<file path="src/rtl/delay_calibrator.sv">
// delay_calibrator: averages each channel's rising-edge offset from channel 0 and publishes
// per-channel delays that align all channels. Define DLYCAL_ROUND_EN to round averages half up.
module delay_calibrator #(
  parameter int NCHAN   = 4,
  parameter int NBITS   = 4,
  parameter int LOG2N   = 3,
  parameter int MAXMISS = 15
) (
  input  logic             Clk,
  input  logic             Rst_n,
  input  logic             Start,
  input  logic [NCHAN-1:0] Channels,
  output logic [NBITS-1:0] Delays [NCHAN-1:0],
  output logic             Busy,
  output logic             Done,
  output logic             Err,
  output logic [NBITS-1:0] MissCnt
);

  localparam int ACCW = NBITS + LOG2N;
  localparam int EVW  = LOG2N + 1;
  localparam logic [NBITS-1:0] CNT_MAX  = '1;
  localparam logic [EVW-1:0]   NEVENTS  = EVW'(1) << LOG2N;
  localparam logic [NBITS-1:0] MISS_LIM = NBITS'(MAXMISS);
`ifdef DLYCAL_ROUND_EN
  localparam logic [ACCW:0]    HALF     = (ACCW+1)'(1) << (LOG2N-1);
`endif

  typedef enum logic [2:0] {IDLE, ARM, WINDOW, ACCUM, COMPUTE} state_e;

  state_e           state_q, state_d;
  logic [NCHAN-1:0] prev_q;
  logic [NCHAN-1:0] chEdge;
  logic [NCHAN-1:0] hit_q, hit_d;
  logic [NCHAN-1:0] newHit;
  logic [NBITS-1:0] off_q [NCHAN-1:0];
  logic [NBITS-1:0] off_d [NCHAN-1:0];
  logic [ACCW-1:0]  acc_q [NCHAN-1:0];
  logic [ACCW-1:0]  acc_d [NCHAN-1:0];
  logic [NBITS-1:0] dly_q [NCHAN-1:0];
  logic [NBITS-1:0] dly_d [NCHAN-1:0];
  logic [NBITS-1:0] avg   [NCHAN-1:0];
  logic [NBITS-1:0] maxAvg;
  logic [EVW-1:0]   evCnt_q, evCnt_d;
  logic [NBITS-1:0] cnt_q, cnt_d;
  logic [NBITS-1:0] missCnt_q, missCnt_d;
  logic             err_q, err_d;
  logic             done_q, done_d;

  assign chEdge = Channels & ~prev_q;

  // Averages can never exceed the largest offset, so NBITS always holds the result.
  always_comb begin
    maxAvg = '0;
    for (int i = 0; i < NCHAN; i++) begin
`ifdef DLYCAL_ROUND_EN
      avg[i] = NBITS'(({1'b0, acc_q[i]} + HALF) >> LOG2N);
`else
      avg[i] = NBITS'(acc_q[i] >> LOG2N);
`endif
      if (avg[i] > maxAvg) maxAvg = avg[i];
    end
  end

  always_comb begin
    state_d   = state_q;
    hit_d     = hit_q;
    off_d     = off_q;
    acc_d     = acc_q;
    dly_d     = dly_q;
    evCnt_d   = evCnt_q;
    cnt_d     = cnt_q;
    missCnt_d = missCnt_q;
    err_d     = err_q;
    done_d    = 1'b0;
    newHit    = '0;
    case (state_q)
      IDLE: begin
        if (Start) begin
          for (int i = 0; i < NCHAN; i++) acc_d[i] = '0;
          evCnt_d   = '0;
          missCnt_d = '0;
          err_d     = 1'b0;
          state_d   = ARM;
        end
      end
      ARM: begin
        if (chEdge[0]) begin
          hit_d = chEdge;
          for (int i = 0; i < NCHAN; i++) off_d[i] = '0;
          cnt_d   = NBITS'(1);
          state_d = WINDOW;
        end
      end
      WINDOW: begin
        // Only the first edge of each channel within an event is kept.
        newHit    = chEdge & ~hit_q;
        newHit[0] = 1'b0;
        for (int i = 0; i < NCHAN; i++) begin
          if (newHit[i]) off_d[i] = cnt_q;
        end
        hit_d = hit_q | newHit;
        if ((&hit_d) || (cnt_q == CNT_MAX)) state_d = ACCUM;
        else                                cnt_d   = cnt_q + 1'b1;
      end
      ACCUM: begin
        if (&hit_q) begin
          for (int i = 0; i < NCHAN; i++) acc_d[i] = acc_q[i] + ACCW'(off_q[i]);
          evCnt_d = evCnt_q + 1'b1;
          state_d = (evCnt_d == NEVENTS) ? COMPUTE : ARM;
        end else begin
          missCnt_d = missCnt_q + 1'b1;
          if (missCnt_d == MISS_LIM) begin
            err_d   = 1'b1;
            done_d  = 1'b1;
            state_d = IDLE;
          end else begin
            state_d = ARM;
          end
        end
      end
      COMPUTE: begin
        for (int i = 0; i < NCHAN; i++) dly_d[i] = maxAvg - avg[i];
        done_d  = 1'b1;
        state_d = IDLE;
      end
      default: state_d = IDLE;
    endcase
  end

  always_ff @(posedge Clk or negedge Rst_n) begin
    if (!Rst_n) state_q <= IDLE;
    else        state_q <= state_d;
  end

  always_ff @(posedge Clk or negedge Rst_n) begin
    if (!Rst_n) begin
      prev_q    <= '0;
      hit_q     <= '0;
      evCnt_q   <= '0;
      cnt_q     <= '0;
      missCnt_q <= '0;
      err_q     <= 1'b0;
      done_q    <= 1'b0;
      for (int i = 0; i < NCHAN; i++) begin
        off_q[i] <= '0;
        acc_q[i] <= '0;
        dly_q[i] <= '0;
      end
    end else begin
      prev_q    <= Channels;
      hit_q     <= hit_d;
      evCnt_q   <= evCnt_d;
      cnt_q     <= cnt_d;
      missCnt_q <= missCnt_d;
      err_q     <= err_d;
      done_q    <= done_d;
      off_q     <= off_d;
      acc_q     <= acc_d;
      dly_q     <= dly_d;
    end
  end

  assign Delays  = dly_q;
  assign Busy    = (state_q != IDLE);
  assign Done    = done_q;
  assign Err     = err_q;
  assign MissCnt = missCnt_q;

endmodule

</file>
<file path="config.mk">
export PLATFORM = sky130hd
export DESIGN_NAME = delay_calibrator
export DESIGN_NICKNAME = d
export VERILOG_FILES = /design/src/rtl/delay_calibrator.sv
export SDC_FILE = /design/constraint.sdc
export NUM_CORES = 1
export LEC_CHECK = 0
export CAP_MARGIN = 10
export CORE_UTILIZATION = 27
export CTS_CLUSTER_DIAMETER = 60
export DETAILED_ROUTE_END_ITERATION = 8
export PLACE_DENSITY = 0.44
export SYNTH_ARGS = -nofsm -noshare
export SYNTH_HDL_FRONTEND = slang
export SYNTH_SLANG_ARGS = --single-unit
</file>
<file path="constraint.sdc">
create_clock -name Clk -period 4.89 [get_ports Clk]
set_clock_uncertainty 0.2 [all_clocks]
set_input_delay 0.7335 -clock Clk [delete_from_list [all_inputs] [get_ports Clk]]
set_output_delay 0.7335 -clock Clk [all_outputs]
set_load 0.1 [all_outputs]
</file>
Word level (Yosys, flattened, before mapping)
Cells that the tools add are included.
- output and inout port bits: 23
- flip-flop bits (word level): 81
- input bits: 7
- muxes and demuxes: 36
- $add $sub $neg: 10
- bitwise operators: 5
- $lt $le $gt $ge: 4
- equal/unequal tests: 17
- reductions and logical operators: 17
- operators by type and width (kind ; number):
    $mux W28 ; 2
    $pmux W28 S2 ; 1
    $mux W4 ; 13
    $pmux W4 S2 ; 4
    $pmux W12 S2 ; 1
    $add A7 B4 Y7 ; 3
    $reduce_and A3 Y1 ; 7
    $ne A2 B2 Y1 const B ; 10
    $mux W16 ; 1
    $reduce_and A4 Y1 ; 4
    $sub A4 B4 Y4 ; 4
    $mux W3 ; 5
    $add A4 B1 Y4 const B ; 3
    $eq A4 B4 Y1 const B ; 3
    $gt A4 B4 Y1 ; 3
    $pmux W3 S4 ; 1
    $and A4 B4 Y4 ; 2
    $not A4 Y4 ; 2
    $eq A3 B2 Y1 const B ; 2
    $mux W1 ; 6
    $gt A4 B1 Y1 const B ; 1
    $or A4 B4 Y4 ; 1
    $pmux W1 S2 ; 2
    $reduce_bool A2 Y1 ; 2
    other kinds (6) ; 6

Longest topological paths before layout
- depth in word-level cells: 9
- gate-level depth with buffers: 18
- gate-level depth less buffers: 18

Least setup slack after synthesis
Ideal clock, no wire load.
- kind: flip-flop to flip-flop
- start: reg acc_q[11] in the netlist's numbering
- end: reg dly_q (netlist bit Delays[15])
- path slack: 758 ps
- arrival: 3850 ps
- clock period less this slack: 4132 ps
- library setup time: 82 ps
- stages on the path, launching flop included: 18
- buffers on the path: 0
- path through: dfrtp_1 -> inv_1 -> ha_1 -> nor2b_2 -> o211ai_2 -> a21oi_1 -> mux2i_1 -> ha_1 -> nor2b_1 -> o211a_1 -> o21ai_1 -> nand2_1 -> a21boi_0 -> ha_1 -> a21o_1 -> a21oi_1 -> or4_1 -> a31oi_1
- word-level cells in the longest chain between the ends: 7
- ends and longest elaborated chain (item ; RTL line ; RTL):
    start: declaration ; 38 ; logic [ACCW-1:0] acc_q [NCHAN-1:0];
    start signal: indexed assignment ; 147 ; acc_q[i] <= '0;
    start signal: assignment ; 159 ; acc_q <= acc_d;
    $gt A4 B4 Y1 ; 61 ; if (avg[i] > maxAvg) maxAvg = avg[i];
    $mux W4 (*) ; 61 ;
    $gt A4 B4 Y1 ; 61 ;
    $mux W4 (*) ; 61 ;
    $gt A4 B4 Y1 ; 61 ;
    $mux W4 (*) ; 61 ;
    $sub A4 B4 Y4 (*) ; 123 ; for (int i = 0; i < NCHAN; i++) dly_d[i] = maxAvg - avg[i];
    end signal: assignment ; 160 ; dly_q <= dly_d;
    end: declaration ; 40 ; logic [NBITS-1:0] dly_q [NCHAN-1:0];
Every way passes the cells marked *; elsewhere a longest branch is shown, timed or not.
A chain may end at the register's enable or synchronous reset.

Worst setup path after layout
Same ends and word-level chain as after synthesis.

==> qor.yml <==
place:
  pre_cts_slack_ns: 0.362
  hpwl_mm: 6.46
  place_congestion: 0.788
  numPortBuffers: 29
clock_network:
  clock-sinks: 74
  postCtsSetupRepairBufs: 0
  hold_buffers: 0
  cts_tree: "done"
  clkLatencyLatePin_ns: 0.33
  path_clk_slew_ns: 0.06
  cts_inserted_buffers: 9
  root_buffer: "clkbuf_16"
  htreeDepth: 3
  cts.path.max_buffers: 2
timing:
  drv_slew: 0
  fin_crit_sh_pct: 90.8
  fin_tns_setup_ns: 0
  timing.hold.ws_ns: 0.272
  max_freq_ghz: 0.225
  final.setup.worst_slack_ns: 0.448
  rsz0062_at_grt: "false"
  hold_viol_final: 0
  relSlewSlack_pct: 34.3
  finalCriticalPeriod_ns: 4.44
  finalSetupViolCount: 0
  worstMarginPinSlew_ns: 0.982
floorplanning:
  initial_core_util_pct: 28.1
  fp.dieArea_um2: 15800
  coreArea_um2: 14800
  rows: 44
  die_y_um: 126
  fp.dieW_um: 126
  pin_count: 30
yosys:
  ys_types: 49
  netlist_instances: 407
  yosys-top-cells-count: "dfrtp_1 (74), nand2_1 (44), ha_1 (35)"
  synth_area_leaders: "dfrtp_1 (45%), ha_1 (11%), xnor2_1 (4.0%)"
  yosysTopAreaCellShare_pct: 44.7
  synth-edff-count: 0
  synth-seq-cells: 74
  yosys_warnings: 0
  synth.cell_area_um2: 4140
  syn_area_per_cell_um2: 10.2
  syn_nets: 455
  synth-main-ff-cell: "dfrtp_1"
  yosysMostFrequentCell: "dfrtp_1"
  synthArstFlopShare_pct: 100
  yosysTopAreaCell: "dfrtp_1"
  ys_seq_area_share_pct: 44.7
cells_and_area:
  diodes: 0
  nFillCells: 1511
  drive_gt1_share_pct: 9.23
  fin_nets: 487
  utilization_pct: 33.8
  area_delta_synth_final_pct: 20.5
pwr:
  pwr-share-seq_pct: 38.6
  power.switching_mw: 0.559
  vdd_drop_max_mv: 0.241
  p_int_mw: 1.31
  powerDensity_nw_per_um2: 374
  power.total_mw: 1.86
  power_frac_comb_pct: 19.2
  clkPwrFrac_pct: 42.2
  p_sw_share_pct: 30.0
  p_leak_nw: 2.26
flow_run:
  maxCapViolCount: 0
route:
  drc_errors: 0
  vias: 2910
  avgRoutedWirePerCell_um: 14.2
  firstDrtPassIters: 5
  wl_mm: 8.91
  drtAntennaViolNets: 0
  viasPerCell: 4.63
  drt_iter0_markers: 96
worst_setup_path:
  cp.depth: 17
  cp_common_cell: "ha_1"
  r2r-start: "acc_q[11]$_DFFE_PN0P_"
  path_buf_inv: 1
  end_kind: "register"
  cp-startpoint: "acc_q[11]$_DFFE_PN0P_"
  reg2reg_depth: 17
  crit_path_top_delay_cell: "dfrtp_1"
  cp_cell_sequence: "inv_1 > ha_1 > nor2b_2 > o211ai_2 > a21oi_1 > mux2i_1 > ha_1 > nor2b_1 > o211a_1 > o21ai_2 > nand2_1 > a21boi_0 > ha_1 > a21o_1 > a21oi_1 > or4_1 > a31oi_1"
  crit_end: "Delays[15]$_DFFE_PN0P_"
  worst_setup_path_start_kind: "register"
  reg2reg_to: "Delays[15]$_DFFE_PN0P_"
  required_ns: 4.94
  worstSetupPathType: "register to register"
  cp.arrival_ns: 4.49
  max_stage_delay_ns: 0.50
  critPathTopFamily: "compound AO/OA/AOI/OAI gates"
  worst-path-max-fanout: 7
  reg2reg_setup_slack_ns: 0.45
run_status:
  status: "finished clean"
grt:
  grt_max_degree: 75
  grt_pass1_vias: 3015
  grt_pass1_wl_mm: 15.4
  antenna_found_initial: 0
  gr-total-overflow: 0
  grtUsageTotal_pct: 12.3
hold_path:
  hold_path_class: "register to register"
## routing by layer
layer / vias up / part of all wire [%] / global-route usage (%)
li1: 1461 / - / -
met1: 1410 / 49 / 15.9
met2: 31 / 48 / 20.6
met3: 8 / 2.5 / 2.89
met4: 0 / 1.1 / 3.61
met5: - / 0 / 0
## kinds of logic after synthesis
group           count (synthesis)  synth area share (%)
simple gates                  122                  14.1
compound gates                 90                  13.7
flops                          74                  44.7
fa+ha+maj                      41                  13.5
buf+inv                        31                  2.93
xor+xnor                       28                  5.92
mux                            19                  5.02
other cells                     2                 0.181
## area by class of cell
| type | count | area (um^2) | area share (%) |
|---|---|---|---|
| multi-input cells | 302 | 2170 | 43.5 |
| clock buffers | 12 | 256 | 5.14 |
| repair buffers | 31 | 303 | 6.07 |
| well taps | 184 | 230 | 4.61 |
| clock inverters | 4 | 97.6 | 1.96 |
| inverters | 21 | 78.8 | 1.58 |
| flip-flops and latches | 74 | 1850 | 37.1 |
## through the flow
step / instances / cell area, um^2
global route: 628 / 4990
global placement: 612 / 4630
finish: 628 / 4990
CTS: 628 / 4990
detailed placement: 612 / 4630
floorplan: 407 / 4140
## layout by cell type (no fill, tap or decap), types with 2 or more instances in the layout
cell	n
nand2_1	44
bufinv_16	3
o31ai_2	2
nor3_1	5
nor2_1	30
mux2i_1	5
nand4_1	3
clkdlybuf4s50_1	28
buf_4	3
clkbuf_8	2
a21oi_1	18
o21ai_1	5
nand3_1	9
fa_1	6
o21ai_0	31
xor2_1	9
xnor2_1	19
clkbuf_16	9
o21a_1	2
a31oi_1	2
and2_1	7
nand2b_1	9
inv_1	20
or2_1	2
nor2b_1	4
o211ai_1	4
a21o_1	8
a22o_1	7
conb_1	2
mux2_2	13
dfrtp_1	74
ha_1	35
o22ai_1	2
## worst min-delay path by stage
stage | slack, ns | from | cells past startpoint | end
6_report | 0.27 | Delays[3]$_DFFE_PN0P_ | 2 | Delays[3]$_DFFE_PN0P_
5_1_grt | 0.31 | Delays[12]$_DFFE_PN0P_ | 2 | Delays[12]$_DFFE_PN0P_
4_1_cts | 0.28 | Delays[3]$_DFFE_PN0P_ | 2 | Delays[3]$_DFFE_PN0P_
3_5_place_dp | 0.27 | Delays[3]$_DFFE_PN0P_ | 2 | Delays[3]$_DFFE_PN0P_
3_3_place_gp | 0.26 | Delays[3]$_DFFE_PN0P_ | 2 | Delays[3]$_DFFE_PN0P_
2_1_floorplan | 0.24 | Rst_n | 0 | Delays[0]$_DFFE_PN0P_
## flip-flops by register name (all words and copies together), names as in the netlist
name and count:
acc_q 21, MissCnt 4, evCnt_q 4, prev_q 4, cnt_q 4, state_q 3, Delays 16, hit_q 4
off_q 12, Err 1, Done 1
## power by group through the flow
stage	registers, mW	logic [mW]	clock network [mW]
after floorplan	0.762	0.228	0
after global placement	0.730	0.360	0
after detailed placement	0.730	0.364	0
after CTS	0.719	0.365	0.806
after global routing	0.730	0.401	0.829
final	0.719	0.358	0.787
## worst min-delay path: stages (launching register included)
cell and delay (ns):
dfrtp_1 0.34, nand2_1 0.04, o21ai_0 0.05
## what timing repair did
action / in CTS / in global routing
resized for setup: 0 / 1
endpoints found under the hold margin: 0 / 0
endpoints found under the setup margin: 0 / 1
Note: power is estimated with default switching activity, not from simulation.
